**config.mk**
```make
export PLATFORM = sky130hd
export DESIGN_NAME = button_bcd_counter
export DESIGN_NICKNAME = d
export VERILOG_FILES = /design/src/rtl/button_bcd_counter.sv
export SDC_FILE = /design/constraint.sdc
export NUM_CORES = 1
export LEC_CHECK = 0
export CORE_MARGIN = 8
export CORE_UTILIZATION = 49
export CTS_CLUSTER_SIZE = 30
export DETAILED_ROUTE_END_ITERATION = 10
export GPL_ROUTABILITY_DRIVEN = 0
export GPL_TIMING_DRIVEN = 0
export PLACE_DENSITY = 0.73
export SYNTH_ARGS = -nofsm -noshare
export SYNTH_HDL_FRONTEND = slang
export SYNTH_SLANG_ARGS = --single-unit
```
**constraint.sdc**
```tcl
create_clock -name i_Clk -period 1.6 [get_ports i_Clk]
set_input_delay 0.24 -clock i_Clk [delete_from_list [all_inputs] [get_ports i_Clk]]
set_output_delay 0.24 -clock i_Clk [all_outputs]
set_load 0.01 [all_outputs]
```
**src/rtl/button_bcd_counter.sv**
```systemverilog
// Push-button press counter with a two-digit BCD display value (00-99).
// The raw switch is synchronized, debounced, and edge-detected. Each
// debounced press advances the ones/tens digits, which roll over 99 -> 00.
// Every output comes straight from a register.
module button_bcd_counter #(
    parameter int DEBOUNCE_LIMIT = 250000
) (
    input  logic       i_Clk,
    input  logic       i_Rst,
    input  logic       i_Switch,
    input  logic       i_Clear,
    output logic       o_Button,
    output logic       o_Press,
    output logic       o_Wrap,
    output logic [3:0] o_Ones,
    output logic [3:0] o_Tens
);

    localparam int CW = (DEBOUNCE_LIMIT > 1) ? $clog2(DEBOUNCE_LIMIT) : 1;
    localparam logic [CW-1:0] CNT_MAX = CW'(DEBOUNCE_LIMIT - 1);

    logic          sync1_q, sync2_q;
    logic [CW-1:0] cnt_q, cnt_d;
    logic          button_q, button_d;
    logic          button_prev_q;
    logic          press_q, press_d;
    logic          wrap_q, wrap_d;
    logic [3:0]    ones_q, ones_d;
    logic [3:0]    tens_q, tens_d;
    logic          press_evt;

    // Press event: debounced level is high now but was low one clock ago.
    assign press_evt = button_q & ~button_prev_q;

    // Debouncer: the level flips only after the synchronized input has
    // differed from it for DEBOUNCE_LIMIT consecutive clocks. Any bounce
    // back to the current level restarts the run from zero.
    always_comb begin
        cnt_d    = cnt_q;
        button_d = button_q;
        if (sync2_q == button_q) begin
            cnt_d = '0;
        end else if (cnt_q == CNT_MAX) begin
            button_d = sync2_q;
            cnt_d    = '0;
        end else begin
            cnt_d = cnt_q + 1'b1;
        end
    end

    // BCD counter: a clear wins over a coincident press, and that press is
    // dropped rather than held. Wrap pulses together with the press that
    // rolls 99 -> 00.
    always_comb begin
        ones_d  = ones_q;
        tens_d  = tens_q;
        press_d = 1'b0;
        wrap_d  = 1'b0;
        if (i_Clear) begin
            ones_d = 4'd0;
            tens_d = 4'd0;
        end else if (press_evt) begin
            press_d = 1'b1;
            if (ones_q == 4'd9) begin
                ones_d = 4'd0;
                if (tens_q == 4'd9) begin
                    tens_d = 4'd0;
                    wrap_d = 1'b1;
                end else begin
                    tens_d = tens_q + 4'd1;
                end
            end else begin
                ones_d = ones_q + 4'd1;
            end
        end
    end

    // State registers; reset clears everything, including the edge-detect
    // history, so a button held through reset is counted only after it is
    // debounced again.
    always_ff @(posedge i_Clk) begin
        if (i_Rst) begin
            sync1_q       <= 1'b0;
            sync2_q       <= 1'b0;
            cnt_q         <= '0;
            button_q      <= 1'b0;
            button_prev_q <= 1'b0;
            press_q       <= 1'b0;
            wrap_q        <= 1'b0;
            ones_q        <= 4'd0;
            tens_q        <= 4'd0;
        end else begin
            sync1_q       <= i_Switch;
            sync2_q       <= sync1_q;
            cnt_q         <= cnt_d;
            button_q      <= button_d;
            button_prev_q <= button_q;
            press_q       <= press_d;
            wrap_q        <= wrap_d;
            ones_q        <= ones_d;
            tens_q        <= tens_d;
        end
    end

    assign o_Button = button_q;
    assign o_Press  = press_q;
    assign o_Wrap   = wrap_q;
    assign o_Ones   = ones_q;
    assign o_Tens   = tens_q;

endmodule
```
==> results of run 1 <==
[layout make-up]
type,count,area (um2)
fillers,237,1040
plain buffers,4,33.8
inverters,1,3.75
flip-flops and latches,32,661
repair buffers,16,155
well taps,31,38.8
clock buffers,8,58.8
multi-input cells,109,746
[sequential cells by signal, summed over array words and instances, names as in the netlist]
register / flops
sync1_q: 1
o_Tens: 4
o_Ones: 4
cnt_q: 18
button_prev_q: 1
o_Button: 1
sync2_q: 1
o_Wrap: 1
o_Press: 1
[layout by cell type (no fill, tap or decap), drive strengths merged, types with 6 or more instances in the layout]
cell type / count
nand4: 6
clkdlybuf4s50: 14
nor2b: 9
nand2: 7
clkbuf: 9
nand3: 9
a21oi: 6
dfxtp: 32
xor2: 14
nor2: 21
[cells by family (layout without fill, tap and decap cells)]
logic type                 after synthesis  after routing  synth area share
xor gates and xnor gates                18             18             0.112
adders and majority gates                1              1           0.00890
muxes                                    2              2            0.0151
buffers and inverters                    6             29            0.0294
and+or+nand+nor                         75             75             0.313
AOI/OAI and AO/OA                       13             13            0.0650
DFF                                     32             32             0.456
[stage by stage]
stage          hold slack [ps]  cell area (um2)  TNS (ps)   util  worst slack [ps]
2_1_floorplan              312             1410         0      -              5.48
3_3_place_gp               428             1580     -1860  0.579              -176
3_5_place_dp               449             1580     -2290  0.579              -200
4_1_cts                    452             1670         0  0.610              2.40
5_1_grt                    448             1700     -23.9  0.621             -23.9
6_report                   458             1700         0  0.621              49.0
[path summary, 6_finish.rpt]
path | endpoint | startpoint | slack, ps
setup / recovery | cnt_q[17] | cnt_q[2] | 50
hold / removal | sync1_q | i_Switch | 460
setup reg to reg | cnt_q[17] | cnt_q[2] | 50
hold reg to reg | cnt_q[0] | cnt_q[0] | 460
[routing by layer]
layer	track usage	vias to the layer above	wire length, um
li1	-	555	-
met4	0.0774	0	59
met1	0.130	531	1290
met3	0.0372	7	99
met2	0.178	15	1250
met5	0	-	0
[power breakdown]
group | switching [mW] | internal, mW | total, mW
registers | 0.00159 | 0.795 | 0.797
logic | 0.0122 | 0.0144 | 0.0266
clock network | 0.271 | 0.217 | 0.488
[synthesized netlist by cell type (all sizes together) (4+ instances only)]
cell,instances
xnor2,4
nor2b,9
a21oi,6
o21ai,4
nand2,7
nor2,21
and4,5
nand3,9
xor2,14
nand4,6
dfxtp,32
[worst max-delay path, delay by kind of cell (launching register included)]
family / cells / cell delay (ps)
AO/OA/AOI/OAI: 1 / 140
AND/OR/NAND/NOR: 3 / 930
flip-flops: 1 / 430
[what timing repair did]
item	4_1_cts	5_1_grt
pin swaps	1	2
buffers inserted	2	0
endpoints found under the setup margin	21	25
resized for setup	3	18
==> flow_summary_export.csv, run 1 <==
group,metric,value,unit
sta,period_share,0.969,
worst_setup_path,reg2reg_depth,4,
power_and_ir_drop,p_leak,0.562,nW
worst_setup_path,max_stage_delay,450,ps
synth,ys_types,36,
grt,grt_pass1_vias,1075,
grt,grt_max_degree,11,
synth,synth-edff-count,0,
clock_network,htree_levels,2,
drt,ant_nets,0,
synth,syn_inst,147,
sta,worst_pin_slew,407,ps
power_and_ir_drop,p_per_area,773,nW/um2
drt,wirelength,2700,um
power_and_ir_drop,irDropWorstVdd,0.000808,V
drt,wire_per_inst,13.4,um
floorplan,io_pins,15,
sta,maxSlewViolCount,0,
grt,gr-usage-all-layers,0.115,
drt,drc_errors,0,
grt,grt_overflow,0,
clock_network,cts_hold_buffers,0,
synth,synthTopCellsByArea,"dfxtp_1 (46%), xor2_1 (8.7%), nor2_1 (5.6%)",
floorplan,die-area,4840,um2
sta,hold_violations,0,
drt,initialDrtViolationCount,61,
floorplan,die_w,69.6,um
sta,setup_viol,0,
synth,synth.top_cell.area_share,0.456,
synth,synth_seq_area_share,0.456,
floorplan,core_area,2730,um2
clock_network,clock_path_buffers,2,
place,io_buffers,14,
synth,synth_fp_nets,152,
worst_setup_path,crit_chain,"and4_2 -> nand2_1 -> or4_1 -> a21oi_2",
clock_network,numClockSinks,32,
floorplan,start_util,0.514,
sta,fmax,645,MHz
sta,relSlewSlack,0.729,
synth,yosys_warnings,0,
floorplan,die_y,69.6,um
job,cap_viol_max_count,0,
worst_setup_path,end_kind,"flop",
min_path,hold_depth,2,
cells_and_area,drive_above_1_share,0.218,
worst_setup_path,arrival,1830,ps
clock_network,numCtsBuffers,5,
sta,period_needed,1550,ps
run_status,outcome,"finished, final reports clean",
sta,clock_skew,6.09,ps
cells_and_area,n_antenna_cell,0,
cells_and_area,final_nets,174,
synth,netlist_area,1410,um2
worst_setup_path,crit_path_max_fanout,5,
clock_network,path_clk_slew,100,ps
place,placed_cells_incl_taps,192,
grt,antenna_found_initial,0,
worst_setup_path,path_class,"reg2reg",
synth,async_flop_share,0,
min_path,worstHoldPathType,"in2reg",
synth,synth_ff_type,"dfxtp_1",
clock_network,clkLatencyLatePin,340,ps
worst_setup_path,cp_slowest_cell,"or4_1",
synth,synth_seq_cells,32,
grt,grt_pass1_wl,4570,um
synth,yosys.area.top_type,"dfxtp_1",
drt,via_count,1108,
place,dpl.hpwl,1840,um
cells_and_area,fin_cells,201,
synth,synth.avg_cell_area,9.56,um2
power_and_ir_drop,total_power,1.31,mW
clock_network,cts-root-buf,"clkbuf_4",
worst_setup_path,required,1880,ps
worst_setup_path,crit_path_start_kind,"flop",
floorplan,num_rows,19,
cells_and_area,syn_to_final_growth,20.7,%
drt,viasPerCell,5.51,
drt,first_pass_iters,4,
clock_network,tritoncts,"done",
Note: power is estimated with default switching activity, not from simulation.
==> inputs of run 2 (changes only) <==
==> constraint.sdc (replaced) <==
create_clock -name i_Clk -period 1.3 [get_ports i_Clk]
set_input_delay 0.195 -clock i_Clk [delete_from_list [all_inputs] [get_ports i_Clk]]
set_output_delay 0.195 -clock i_Clk [all_outputs]
set_load 0.01 [all_outputs]
==> flow_summary_export.csv, run 2 (same netlist as run 1, synthesis figures left out) <==
group,metric,value,unit
clock_network,clock_path_buffers,2,
job,cap_viol_max_count,0,
place,pre_cts_slack,-455,ps
drt,viasPerCell,5.39,
place,io_buffers,14,
drt,drc_errors,0,
grt,grt_overflow,0,
sta,hold_violations,0,
clock_network,tritoncts,"done",
sta,setup_viol,19,
worst_setup_path,crit_buf_inv,1,
run_status,outcome,"complete, but fails checks",
place,placed_cells_incl_taps,192,
grt,grt.busiest_layer,"met2",
sta,period_needed,1580,ps
drt,wirelength,2650,um
clock_network,htree_levels,2,
cells_and_area,final_cell_mix,"nor2_1 (19), dfxtp_1 (18), xor2_1 (14), dfxtp_2 (13), dlygate4sd2_1 (11)",
sta,period_share,1.21,
worst_setup_path,crit_path_start_kind,"flop",
min_path,worstHoldPathType,"in2reg",
worst_setup_path,cp_slowest_cell,"o41ai_4",
cells_and_area,syn_to_final_growth,23.8,%
clock_network,path_clk_slew,90,ps
drt,initialDrtViolationCount,33,
sta,tns,-4820,ps
run_status,violations,"setup timing",
floorplan,num_rows,19,
cells_and_area,n_antenna_cell,0,
worst_setup_path,required,1510,ps
grt,antenna_found_initial,0,
sta,clock_skew,7.42,ps
grt,use_met2,0.183,
grt,use_met3,0.0501,
worst_setup_path,crit_path_max_fanout,5,
sta,grt_setup_unrepaired,"yes",
sta,maxSlewViolCount,0,
clock_network,cts-root-buf,"clkbuf_4",
floorplan,die-area,4840,um2
cells_and_area,fin_cells,203,
power_and_ir_drop,irDropWorstVdd,0.000901,V
drt,via_count,1095,
worst_setup_path,end_kind,"flop",
cells_and_area,largest_reg_flops,18,
grt,grt_max_degree,11,
grt,gr-usage-met1,0.125,
cells_and_area,final_core_util,0.636,
clock_network,clkLatencyLatePin,320,ps
floorplan,core_area,2730,um2
clock_network,numClockSinks,32,
grt,gr-usage-all-layers,0.113,
worst_setup_path,max_stage_delay,440,ps
clock_network,cts_hold_buffers,0,
worst_setup_path,arrival,1790,ps
floorplan,start_util,0.514,
floorplan,io_pins,15,
worst_setup_path,crit_chain,"or3b_4 -> o41ai_4 -> buf_4 -> a21oi_1",
cells_and_area,drive_above_1_share,0.267,
worst_setup_path,critPathTopFamily,"compound AO/OA/AOI/OAI gates",
place,dpl-instance-area,1600,um2
floorplan,die_y,69.6,um
grt,grt_pass1_vias,1032,
cells_and_area,final_nets,177,
worst_setup_path,path_class,"reg2reg",
sta,worst_pin_slew,365,ps
cells_and_area,layout_commonest_cell,"nor2_1",
drt,wire_per_inst,13.0,um
sta,relSlewSlack,0.756,
drt,first_pass_iters,4,
grt,grt_pass1_wl,4580,um
drt,ant_nets,0,
sta,fmax,634,MHz
sta,worst_slack,-277,ps
floorplan,die_w,69.6,um
cells_and_area,design_area,1740,um2
power_and_ir_drop,p_leak,0.640,nW
clock_network,numCtsBuffers,5,
power_and_ir_drop,p_per_area,937,nW/um2
place,dpl.hpwl,1820,um
cells_and_area,regMostFlops,"cnt_q",
==> run 2: repair_timing <==
item / 4_1_cts / 5_1_grt
setup buffers: 4 / 1
cloned: 0 / 0
endpoints found under the setup margin: 32 / 22
pin swaps: 10 / 4
resized for setup: 24 / 4
==> run 2: power breakdown <==
group | total (mW) | switching, mW | internal (mW)
Combinational | 0.0323 | 0.0149 | 0.0174
Sequential | 0.982 | 0.00182 | 0.981
Clock | 0.616 | 0.309 | 0.306
==> run 2: final cells by class <==
type	instances	area [um2]
Buffer	4	35.0
Multi-Input combinational cell	109	772
Clock buffer	7	65.1
Fill cell	221	995
Tap cell	31	38.8
Inverter	1	3.75
Sequential cell	32	661
Timing Repair Buffer	19	164
==> run 2: metrics by stage <==
stage,total power [mW],hold slack [ps]
finish,1.63,417
global route,1.69,418
global placement,1.04,426
detailed placement,1.04,436
floorplan,1.02,267
CTS,1.65,406
==> run 2: routing by layer <==
metal / share of wire / vias up
met5: 0 / -
met4: 0.011 / 0
met3: 0.044 / 4
met2: 0.46 / 18
met1: 0.48 / 508
li1: - / 565
==> run 2: final timing paths <==
kind / from / endpoint / slack [ps] / depth (start not counted)
max: cnt_q[11] / cnt_q[17] / -280 / 4
min: i_Switch / sync1_q / 420 / 2
max reg2reg: cnt_q[11] / cnt_q[17] / -280 / 4
min reg2reg: cnt_q[0] / cnt_q[0] / 450 / 1
